**config.mk**
```make
export PLATFORM = sky130hd
export DESIGN_NAME = fp_class_gen_d_flat
export DESIGN_NICKNAME = d
export VERILOG_FILES = /design/src/rtl/fp_class_pkg.sv /design/src/rtl/fp_class_gen_d_if.sv /design/src/rtl/fp_class_gen_d_lfsr.sv /design/src/rtl/fp_class_gen_d.sv /design/src/flat_wrapper.sv
export SDC_FILE = /design/constraint.sdc
export NUM_CORES = 1
export LEC_CHECK = 0
export CORE_AREA = 10 10 110 112
export CTS_CLUSTER_DIAMETER = 60
export DETAILED_ROUTE_END_ITERATION = 6
export DIE_AREA = 0 0 120 122
export PLACE_DENSITY = 0.92
export SYNTH_ARGS = -nofsm -noshare
export SYNTH_HDL_FRONTEND = slang
export SYNTH_SLANG_ARGS = --single-unit
```
**constraint.sdc**
```tcl
create_clock -name clk -period 4.7 [get_ports clk]
set_clock_uncertainty 0.15 [all_clocks]
set_input_delay 0.47 -clock clk [delete_from_list [all_inputs] [get_ports clk]]
set_output_delay 0.47 -clock clk [all_outputs]
set_load 0.01 [all_outputs]
```
**src/rtl/fp_class_pkg.sv**
```systemverilog
// Shared FCLASS.D definitions, common to the classifier and the class generator.
// Holds class index constants, IEEE-754 double field positions and the FSM state type.
package fp_class_pkg;
  localparam int NUM_CLASSES = 10;

  localparam logic [3:0] CLS_NINF  = 4'd0;
  localparam logic [3:0] CLS_NNORM = 4'd1;
  localparam logic [3:0] CLS_NSUB  = 4'd2;
  localparam logic [3:0] CLS_NZERO = 4'd3;
  localparam logic [3:0] CLS_PZERO = 4'd4;
  localparam logic [3:0] CLS_PSUB  = 4'd5;
  localparam logic [3:0] CLS_PNORM = 4'd6;
  localparam logic [3:0] CLS_PINF  = 4'd7;
  localparam logic [3:0] CLS_SNAN  = 4'd8;
  localparam logic [3:0] CLS_QNAN  = 4'd9;

  localparam logic [10:0] EXP_MAX = 11'h7FF;
  localparam int SIGN_BIT = 63;
  localparam int EXP_MSB  = 62;
  localparam int EXP_LSB  = 52;
  localparam int MANT_MSB = 51;
  localparam int QNAN_BIT = 51;

  typedef enum logic {ST_IDLE, ST_GEN} gen_state_e;

  function automatic logic [NUM_CLASSES-1:0] cls_onehot(input logic [3:0] c);
    return {{(NUM_CLASSES-1){1'b0}}, 1'b1} << c;
  endfunction
endpackage

```
**src/rtl/fp_class_gen_d_if.sv**
```systemverilog
// Request / beat bus of the FCLASS.D stimulus generator.
// master: requester + beat consumer; slave: the generator.
interface fp_class_gen_d_if #(parameter int COUNT_W = 8);
  import fp_class_pkg::*;
  logic                   req_valid;
  logic                   req_ready;
  logic [3:0]             req_class;
  logic [COUNT_W-1:0]     req_count;
  logic                   seed_wr;
  logic [63:0]            seed_val;
  logic                   out_valid;
  logic                   out_ready;
  logic [63:0]            out_d;
  logic [NUM_CLASSES-1:0] out_flags;
  logic                   out_last;
  logic                   out_err;

  modport master (output req_valid, req_class, req_count, seed_wr, seed_val, out_ready,
                  input  req_ready, out_valid, out_d, out_flags, out_last, out_err);
  modport slave  (input  req_valid, req_class, req_count, seed_wr, seed_val, out_ready,
                  output req_ready, out_valid, out_d, out_flags, out_last, out_err);
endinterface

```
**src/rtl/fp_class_gen_d_lfsr.sv**
```systemverilog
// fp_lfsr64: 64-bit Fibonacci LFSR, x^64+x^63+x^61+x^60+1, shift-left, feedback into bit 0.
// Ports: clk, rst (async high), load_i/load_val_i (load, 0 -> 1), adv_i (one step), state_o.
module fp_lfsr64 #(
  parameter logic [63:0] SEED = 64'hACE1_0000_0000_0001
) (
  input  logic        clk,
  input  logic        rst,
  input  logic        load_i,
  input  logic [63:0] load_val_i,
  input  logic        adv_i,
  output logic [63:0] state_o
);
  // An all-zero state would lock the register up, so both reset and load guard it.
  localparam logic [63:0] SEED_G = (SEED == 64'd0) ? 64'd1 : SEED;

  logic [63:0] lfsr_q;
  logic        fb;

  assign fb      = lfsr_q[63] ^ lfsr_q[62] ^ lfsr_q[60] ^ lfsr_q[59];
  assign state_o = lfsr_q;

  always_ff @(posedge clk or posedge rst) begin
    if (rst)          lfsr_q <= SEED_G;
    else if (load_i)  lfsr_q <= (load_val_i == 64'd0) ? 64'd1 : load_val_i;
    else if (adv_i)   lfsr_q <= {lfsr_q[62:0], fb};
  end
endmodule

```
**src/rtl/fp_class_gen_d.sv**
```systemverilog
// fp_class_gen_d: burst generator of doubles guaranteed to fall in a requested FCLASS.D class.
// Ports: clk, rst (async high), gen_if (slave): request side req_valid/req_ready/req_class/
//   req_count/seed_wr/seed_val, beat side out_valid/out_ready/out_d/out_flags/out_last/out_err.
// Burst length is req_count+1; a class index above 9 yields a single error beat.
module fp_class_gen_d
  import fp_class_pkg::*;
#(
  parameter int          COUNT_W = 8,
  parameter logic [63:0] SEED    = 64'hACE1_0000_0000_0001
) (
  input  logic                 clk,
  input  logic                 rst,
  fp_class_gen_d_if.slave      gen_if
);
  gen_state_e         state_q;
  logic [3:0]         cls_q;
  logic               err_q;
  logic [COUNT_W-1:0] rem_q;
  logic [63:0]        r;
  logic [63:0]        beat_d;
  logic               gen, accept, hs, bad_cls;

  assign gen     = (state_q == ST_GEN);
  assign bad_cls = (gen_if.req_class > CLS_QNAN);
  assign accept  = gen_if.req_valid && gen_if.req_ready;
  assign hs      = gen && gen_if.out_ready;

  always_ff @(posedge clk or posedge rst) begin
    if (rst) begin
      state_q <= ST_IDLE;
      cls_q   <= 4'd0;
      err_q   <= 1'b0;
      rem_q   <= '0;
    end else begin
      case (state_q)
        ST_IDLE: if (accept) begin
          state_q <= ST_GEN;
          cls_q   <= gen_if.req_class;
          err_q   <= bad_cls;
          rem_q   <= bad_cls ? '0 : gen_if.req_count;
        end
        ST_GEN: if (hs) begin
          if (rem_q == '0) state_q <= ST_IDLE;
          else             rem_q   <= rem_q - COUNT_W'(1);
        end
        default: state_q <= ST_IDLE;
      endcase
    end
  end

  // Seed writes only land in IDLE; the same-cycle request then sees the new value on beat one.
  fp_lfsr64 #(.SEED(SEED)) u_lfsr (
    .clk        (clk),
    .rst        (rst),
    .load_i     (!gen && gen_if.seed_wr),
    .load_val_i (gen_if.seed_val),
    .adv_i      (hs),
    .state_o    (r)
  );

  // Beat construction: the random bits are forced into the legal range of the latched class.
  always_comb begin
    logic        s;
    logic [10:0] e;
    logic [51:0] m;
    s = 1'b0;
    e = 11'd0;
    m = 52'd0;
    case (cls_q)
      CLS_NINF, CLS_PINF: begin
        s = (cls_q == CLS_NINF);
        e = EXP_MAX;
      end
      CLS_NNORM, CLS_PNORM: begin
        s = (cls_q == CLS_NNORM);
        e = r[EXP_MSB:EXP_LSB];
        if (e == 11'd0)        e = 11'd1;
        else if (e == EXP_MAX) e = EXP_MAX - 11'd1;
        m = r[MANT_MSB:0];
      end
      CLS_NSUB, CLS_PSUB: begin
        s = (cls_q == CLS_NSUB);
        m = (r[MANT_MSB:0] == 52'd0) ? 52'd1 : r[MANT_MSB:0];
      end
      CLS_NZERO: s = 1'b1;
      CLS_SNAN: begin
        s = r[SIGN_BIT];
        e = EXP_MAX;
        m = {1'b0, (r[QNAN_BIT-1:0] == 51'd0) ? 51'd1 : r[QNAN_BIT-1:0]};
      end
      CLS_QNAN: begin
        s = r[SIGN_BIT];
        e = EXP_MAX;
        m = {1'b1, r[QNAN_BIT-1:0]};
      end
      default: ;
    endcase
    beat_d = err_q ? 64'd0 : {s, e, m};
  end

  // Outputs are gated by the GEN state so every beat field reads 0 between bursts.
  assign gen_if.req_ready = !gen && !rst;
  assign gen_if.out_valid = gen;
  assign gen_if.out_d     = gen ? beat_d : 64'd0;
  assign gen_if.out_flags = (gen && !err_q) ? cls_onehot(cls_q) : '0;
  assign gen_if.out_last  = gen && (rem_q == '0);
  assign gen_if.out_err   = gen && err_q;
endmodule
```
**src/flat_wrapper.sv**
```systemverilog
// flat-port wrapper written by rule: the top's interface ports become plain ports
module fp_class_gen_d_flat import fp_class_pkg::*;
#(
  parameter int          COUNT_W = 8,
  parameter logic [63:0] SEED    = 64'hACE1_0000_0000_0001
)
  (clk, rst, gen_if_req_valid, gen_if_req_class, gen_if_req_count, gen_if_seed_wr, gen_if_seed_val, gen_if_out_ready, gen_if_req_ready, gen_if_out_valid, gen_if_out_d, gen_if_out_flags, gen_if_out_last, gen_if_out_err);
  fp_class_gen_d_if #(.COUNT_W(COUNT_W)) gen_if_i ();
  input  logic clk;
  input  logic rst;
  input wire logic [$bits(gen_if_i.req_valid)-1:0] gen_if_req_valid;
  input wire logic [$bits(gen_if_i.req_class)-1:0] gen_if_req_class;
  input wire logic [$bits(gen_if_i.req_count)-1:0] gen_if_req_count;
  input wire logic [$bits(gen_if_i.seed_wr)-1:0] gen_if_seed_wr;
  input wire logic [$bits(gen_if_i.seed_val)-1:0] gen_if_seed_val;
  input wire logic [$bits(gen_if_i.out_ready)-1:0] gen_if_out_ready;
  output wire logic [$bits(gen_if_i.req_ready)-1:0] gen_if_req_ready;
  output wire logic [$bits(gen_if_i.out_valid)-1:0] gen_if_out_valid;
  output wire logic [$bits(gen_if_i.out_d)-1:0] gen_if_out_d;
  output wire logic [$bits(gen_if_i.out_flags)-1:0] gen_if_out_flags;
  output wire logic [$bits(gen_if_i.out_last)-1:0] gen_if_out_last;
  output wire logic [$bits(gen_if_i.out_err)-1:0] gen_if_out_err;
  assign gen_if_i.req_valid = gen_if_req_valid;
  assign gen_if_i.req_class = gen_if_req_class;
  assign gen_if_i.req_count = gen_if_req_count;
  assign gen_if_i.seed_wr = gen_if_seed_wr;
  assign gen_if_i.seed_val = gen_if_seed_val;
  assign gen_if_i.out_ready = gen_if_out_ready;
  assign gen_if_req_ready = gen_if_i.req_ready;
  assign gen_if_out_valid = gen_if_i.out_valid;
  assign gen_if_out_d = gen_if_i.out_d;
  assign gen_if_out_flags = gen_if_i.out_flags;
  assign gen_if_out_last = gen_if_i.out_last;
  assign gen_if_out_err = gen_if_i.out_err;
  fp_class_gen_d #(.COUNT_W(COUNT_W), .SEED(SEED)) u_core (.clk(clk), .rst(rst), .gen_if(gen_if_i));
endmodule
```
---- Yosys cells after proc, flatten, opt, wreduce, memory -nomap -nowiden ----
Cells that the tools add are included.
storage, ports and cells
  RAM bits ................................ 0
  memories kept ........................... 0
  latch bits .............................. 0
  bits in read-only memories .............. 0
  register bits after elaboration ......... 78
operators by class
  multiply operators ...................... 0
  muxes and demuxes ....................... 22
  shifts and indexed selects .............. 1
  reduce and logical (&&, ||, !) cells .... 24
  $add $sub $neg .......................... 1
  equality and inequality tests ........... 12
  divide/modulo/power cells ............... 0
  $lt $le $gt $ge ......................... 1
  bitwise operators ....................... 4
operators by type and width
  cell                  count
  $mux 64               5
  $pmux 52 s4           1
  $logic_not 64->1      1
  $logic_not 52->1      1
  $mux 52               1
  $logic_not 51->1      1
  $mux 51               1
  $mux 8                4
  $mux 11               2
  $pmux 11 s2           1
  $pmux 8 s2            1
  $eq 4x3->1 const B    3
  $eq 11x11->1 const B  1
  $logic_not 11->1      1
  $mux 10               1
  $shl 1x4->10 const A  1
  $eq 4x2->1 const B    2
  $eq 4x4->1 const B    2
  $logic_not 8->1       1
  $reduce_or 2->1       4
  $sub 8x1->8 const B   1
  $logic_and 1x1->1     7
  $pmux 1 s5            1
  $eq 4x1->1 const B    1
  other kinds (13)      20

---- Longest topological paths before layout ----
  depth after elaboration ................. 6
  mapped depth ............................ 8

---- Hierarchy ----
Synthesis repeated with hierarchy kept, for this count alone.
second synthesis, totals
  cells, all modules ...................... 539
  area, all modules ....................... 4769.6 um2
by module, submodules not included
  module          times used  cells each  area each (um2)
  fp_lfsr64       1           303         3091.7
  fp_class_gen_d  1           236         1677.9

---- Least setup slack after synthesis ----
No wires, ideal clock.
  path type ............................... reg2out
  from .................................... register u_core.cls_q[2]
  to ...................................... output port gen_if_out_d[0]
  buffers on the path ..................... 1
  path slack .............................. 2.558 ns
  arrival ................................. 1.522 ns
  required time ........................... 4.080 ns
  cell stages (with the launch flop) ...... 6
  cell sequence ........................... dfrtp_1 -> clkbuf_1 -> or3b_2 -> a211oi_1 -> o21ai_1 -> o21ai_1
on the way
  cells in the longest elaborated chain, start to end .. 5
  elaborated cells on any way between the ends .. 11
  classes of those cells .................. eq/ne (6); mux (3); reduce/logical (2)
RTL lines
  item                                RTL line               RTL
  start, declared                     fp_class_gen_d.sv:16   logic [3:0] cls_q;
  start signal, assigned              fp_class_gen_d.sv:38   cls_q <= gen_if.req_class;
  $eq 4x3->1 (tied with other cells)  fp_class_gen_d.sv:69   case (cls_q)
  $reduce_or 2->1                     fp_class_gen_d.sv:69
  $pmux 52 s4 *                       fp_class_gen_d.sv:69
  $mux 64 *                           fp_class_gen_d.sv:98   beat_d = err_q ? 64'd0 : {s, e, m};
  $mux 64 *                           fp_class_gen_d.sv:104  assign gen_if.out_d = gen ? beat_d : 64'd0;
  end, declared                       flat_wrapper.sv:19     output wire logic [$bits(gen_if_i.out_d)-1:0] gen_if_out_d;
Every way passes the cells marked *; elsewhere a longest branch is shown, timed or not.

---- Final worst setup path ----
  from .................................... register u_core.state_q, in the netlist u_core.gen_if.out_valid
  to ...................................... output port gen_if_out_d[0]
on the way
  cells in the longest elaborated chain, start to end .. 1
RTL lines
  item                    RTL line               RTL
  start, declared         fp_class_gen_d.sv:15   gen_state_e state_q;
  start signal, assigned  fp_class_gen_d.sv:30   state_q <= ST_IDLE;
  start signal, assigned  fp_class_gen_d.sv:37   state_q <= ST_GEN;
  start signal, assigned  fp_class_gen_d.sv:43   if (rem_q == '0) state_q <= ST_IDLE;
  $mux 64                 fp_class_gen_d.sv:104
No other way between the ends.

==> flow_summary.yaml <==
run_status:
  status: "completed"
power_and_ir_drop:
  static-leakage-power_nw: 2.64
  power_density_mw_per_mm2: 626
  vdd_ir_drop_max_v: 0.000283
synth:
  syn_inst: 538
  synth_ff_type: "dfrtp_1"
  async_reset_ff_frac: 1.00
  yosysWarningCount: 0
  synth_nets: 620
  ys_ff_latch: 78
  synth_area_per_cell_um2: 8.81
  synthTopCellsByArea: "dfrtp_1, mux2i_1, o21ai_0"
  synth_cell_types: 50
  yosysSeqAreaShare: 0.414
  synth_edf_count: 0
  yosysTopAreaCellShare: 0.364
  syn_area_mm2: 0.00474
  synth_top_cell_by_area: "dfrtp_1"
clock_network:
  cts_root_buf: "clkbuf_8"
  cts.reportedPaths.clkPinSlew_ns: 0.08
  clockBufferDepth: 2
  cts_resized: 0
  cts-hold-fix-buffers: 0
  postCtsSetupBuffers: 0
  htree_num_levels: 3
  cts_tree: "done"
  clock_latency_ns: 0.34
  cts.sinks: 78
  cts_made_buffers: 9
detailed_routing:
  num_vias: 4684
  drt_iter0_drc: 479
  wl_per_cell_um: 19.2
  drt-vias-per-instance: 5.77
  drt_pre_antenna_iters: 5
  drt_wl_total_um: 15600
  ant_nets: 0
  post-route-drc-count: 0
grt:
  globalRouteOverflowTotal: 0
  track_usage: 0.209
  grt_pass1_vias: 4882
  grt_first_pass_wirelength_um: 24800
  antenna_found_initial: 0
  grt_max_degree: 77
final_layout:
  diodes: 0
  final_cell_mix: "clkdlybuf4s50_1, nand2_1, o21ai_0"
  drive_gt1_frac: 0.0636
  fin_cells: 812
  syn_to_final_growth_pct: 39.0
  layout_commonest_cell: "clkdlybuf4s50_1"
  nets: 754
  final_area_mm2: 0.00659
flow_run:
  max_cap_viol_count: 0
placed_design:
  dp_hpwl_um: 11900
  postPlaceCellArea_mm2: 0.00638
  io_buffers: 158
  place_ws_ns: 1.34
  post-place-cells: 797
  gp_congestion: 0.886
floorplanning:
  start_util: 0.472
  die_y_um: 122
  dieArea_mm2: 0.0146
  rows: 37
  die_w_um: 120
  core_area_mm2: 0.0100
  ios: 159
sta:
  tightest_slew_ns: 0.974
  grt_setup_unrepaired: "no"
  max_freq_ghz: 0.270
  slew_headroom: 0.349
  finalMaxSlewViolations: 0
  min_period_ns: 3.71
  hold_viol_final: 0
  setup_violations: 0
  finalWorstSetupSlack_ns: 0.993
  min_period_over_period: 0.789
  finalSetupTns_ns: 0
critical_path:
  required_ns: 4.08
  setup.worst_path.class: "register to primary output"
  crit_arrival_ns: 3.09
  end_kind: "primary output"
  start_kind: "register"
  worstPathMaxFanout: 52
hold_path:
  hold_path_class: "register to register"
-- synth_stat cells, drive strengths merged (6+ instances only) --
library cell	instances
a21oi	18
buf	24
o21ai	73
dfrtp	69
nor2	11
nor3	12
clkbuf	15
mux2i	63
nand2	83
nand3	6
inv	10
and2	53
nor4	34
nand4	8
dfstp	9
-- critical path, cell delays in order, from the launching register on --
cell             delay, ns
dfrtp_1               0.68
nand2b_1              0.48
a311oi_4              0.34
buf_4                 0.40
o21ai_1               0.13
o21ai_1               0.14
clkdlybuf4s50_1       0.56
-- cell families (layout without fill, tap and decap cells) --
kind of cell / count (synthesis) / after routing / share of synthesized area
AND/OR/NAND/NOR: 226 / 226 / 0.249
AO/OA/AOI/OAI: 114 / 114 / 0.139
flip-flops: 78 / 78 / 0.414
multiplexers: 67 / 67 / 0.143
buffers and inverters: 49 / 187 / 0.0465
XOR/XNOR: 3 / 3 / 0.00554
adder cells (fa/ha/maj): 1 / 1 / 0.00264
-- sequential cells by signal, summed over array words and instances (netlist names) --
name	flops
u_core.err_q	1
u_core.gen_if.out_valid	1
u_core.rem_q	8
u_core.cls_q	4
u_core.u_lfsr.state_o	64
-- power by group --
part	internal, mW	switching (mW)	leakage [nW]
sequential	1.02	0.444	0.940
combinational	1.12	1.01	1.59
clock	0.285	0.240	0.104
total	2.42	1.70	2.64
-- final timing paths --
path | startpoint | slack, ns | cells after the start | end
worst max register to register | u_core.gen_if.out_valid | 2.28 | 4 | u_core.u_lfsr.state_o[60]
worst min register to register | u_core.err_q | 0.36 | 2 | u_core.err_q
min in group asynchronous | rst | 0.40 | 2 | u_core.rem_q[3]
max in group asynchronous | rst | 3.01 | 3 | u_core.u_lfsr.state_o[0]
worst min-delay path | u_core.err_q | 0.36 | 2 | u_core.err_q
worst max-delay path | u_core.gen_if.out_valid | 0.99 | 6 | gen_if_out_d[0]
-- stage by stage --
stage / power [mW] / utilization / hold slack (ns)
finish: 4.12 / 0.656 / 0.359
floorplan: 2.57 / - / 0.305
detailed placement: 3.60 / 0.635 / 0.344
CTS: 4.13 / 0.656 / 0.360
global placement: 3.49 / 0.635 / 0.326
global route: 4.41 / 0.656 / 0.423
-- cell type report --
cell class	count	area [um^2]
inverter	10	38.8
timing repair buffer	162	1620
fill	798	3460
clock inverter	3	42.5
clock buffer	12	165
multi-input combinational	411	2580
sequential	78	1960
tap	136	170
-- per-layer routing --
layer,GRT usage,part of all wire,up-vias
li1,-,-,2178
met1,0.242,0.41,2243
met2,0.351,0.48,237
met3,0.0694,0.092,26
met4,0.0837,0.022,0
met5,0,0,-
Power figures use the tool's default switching activity.
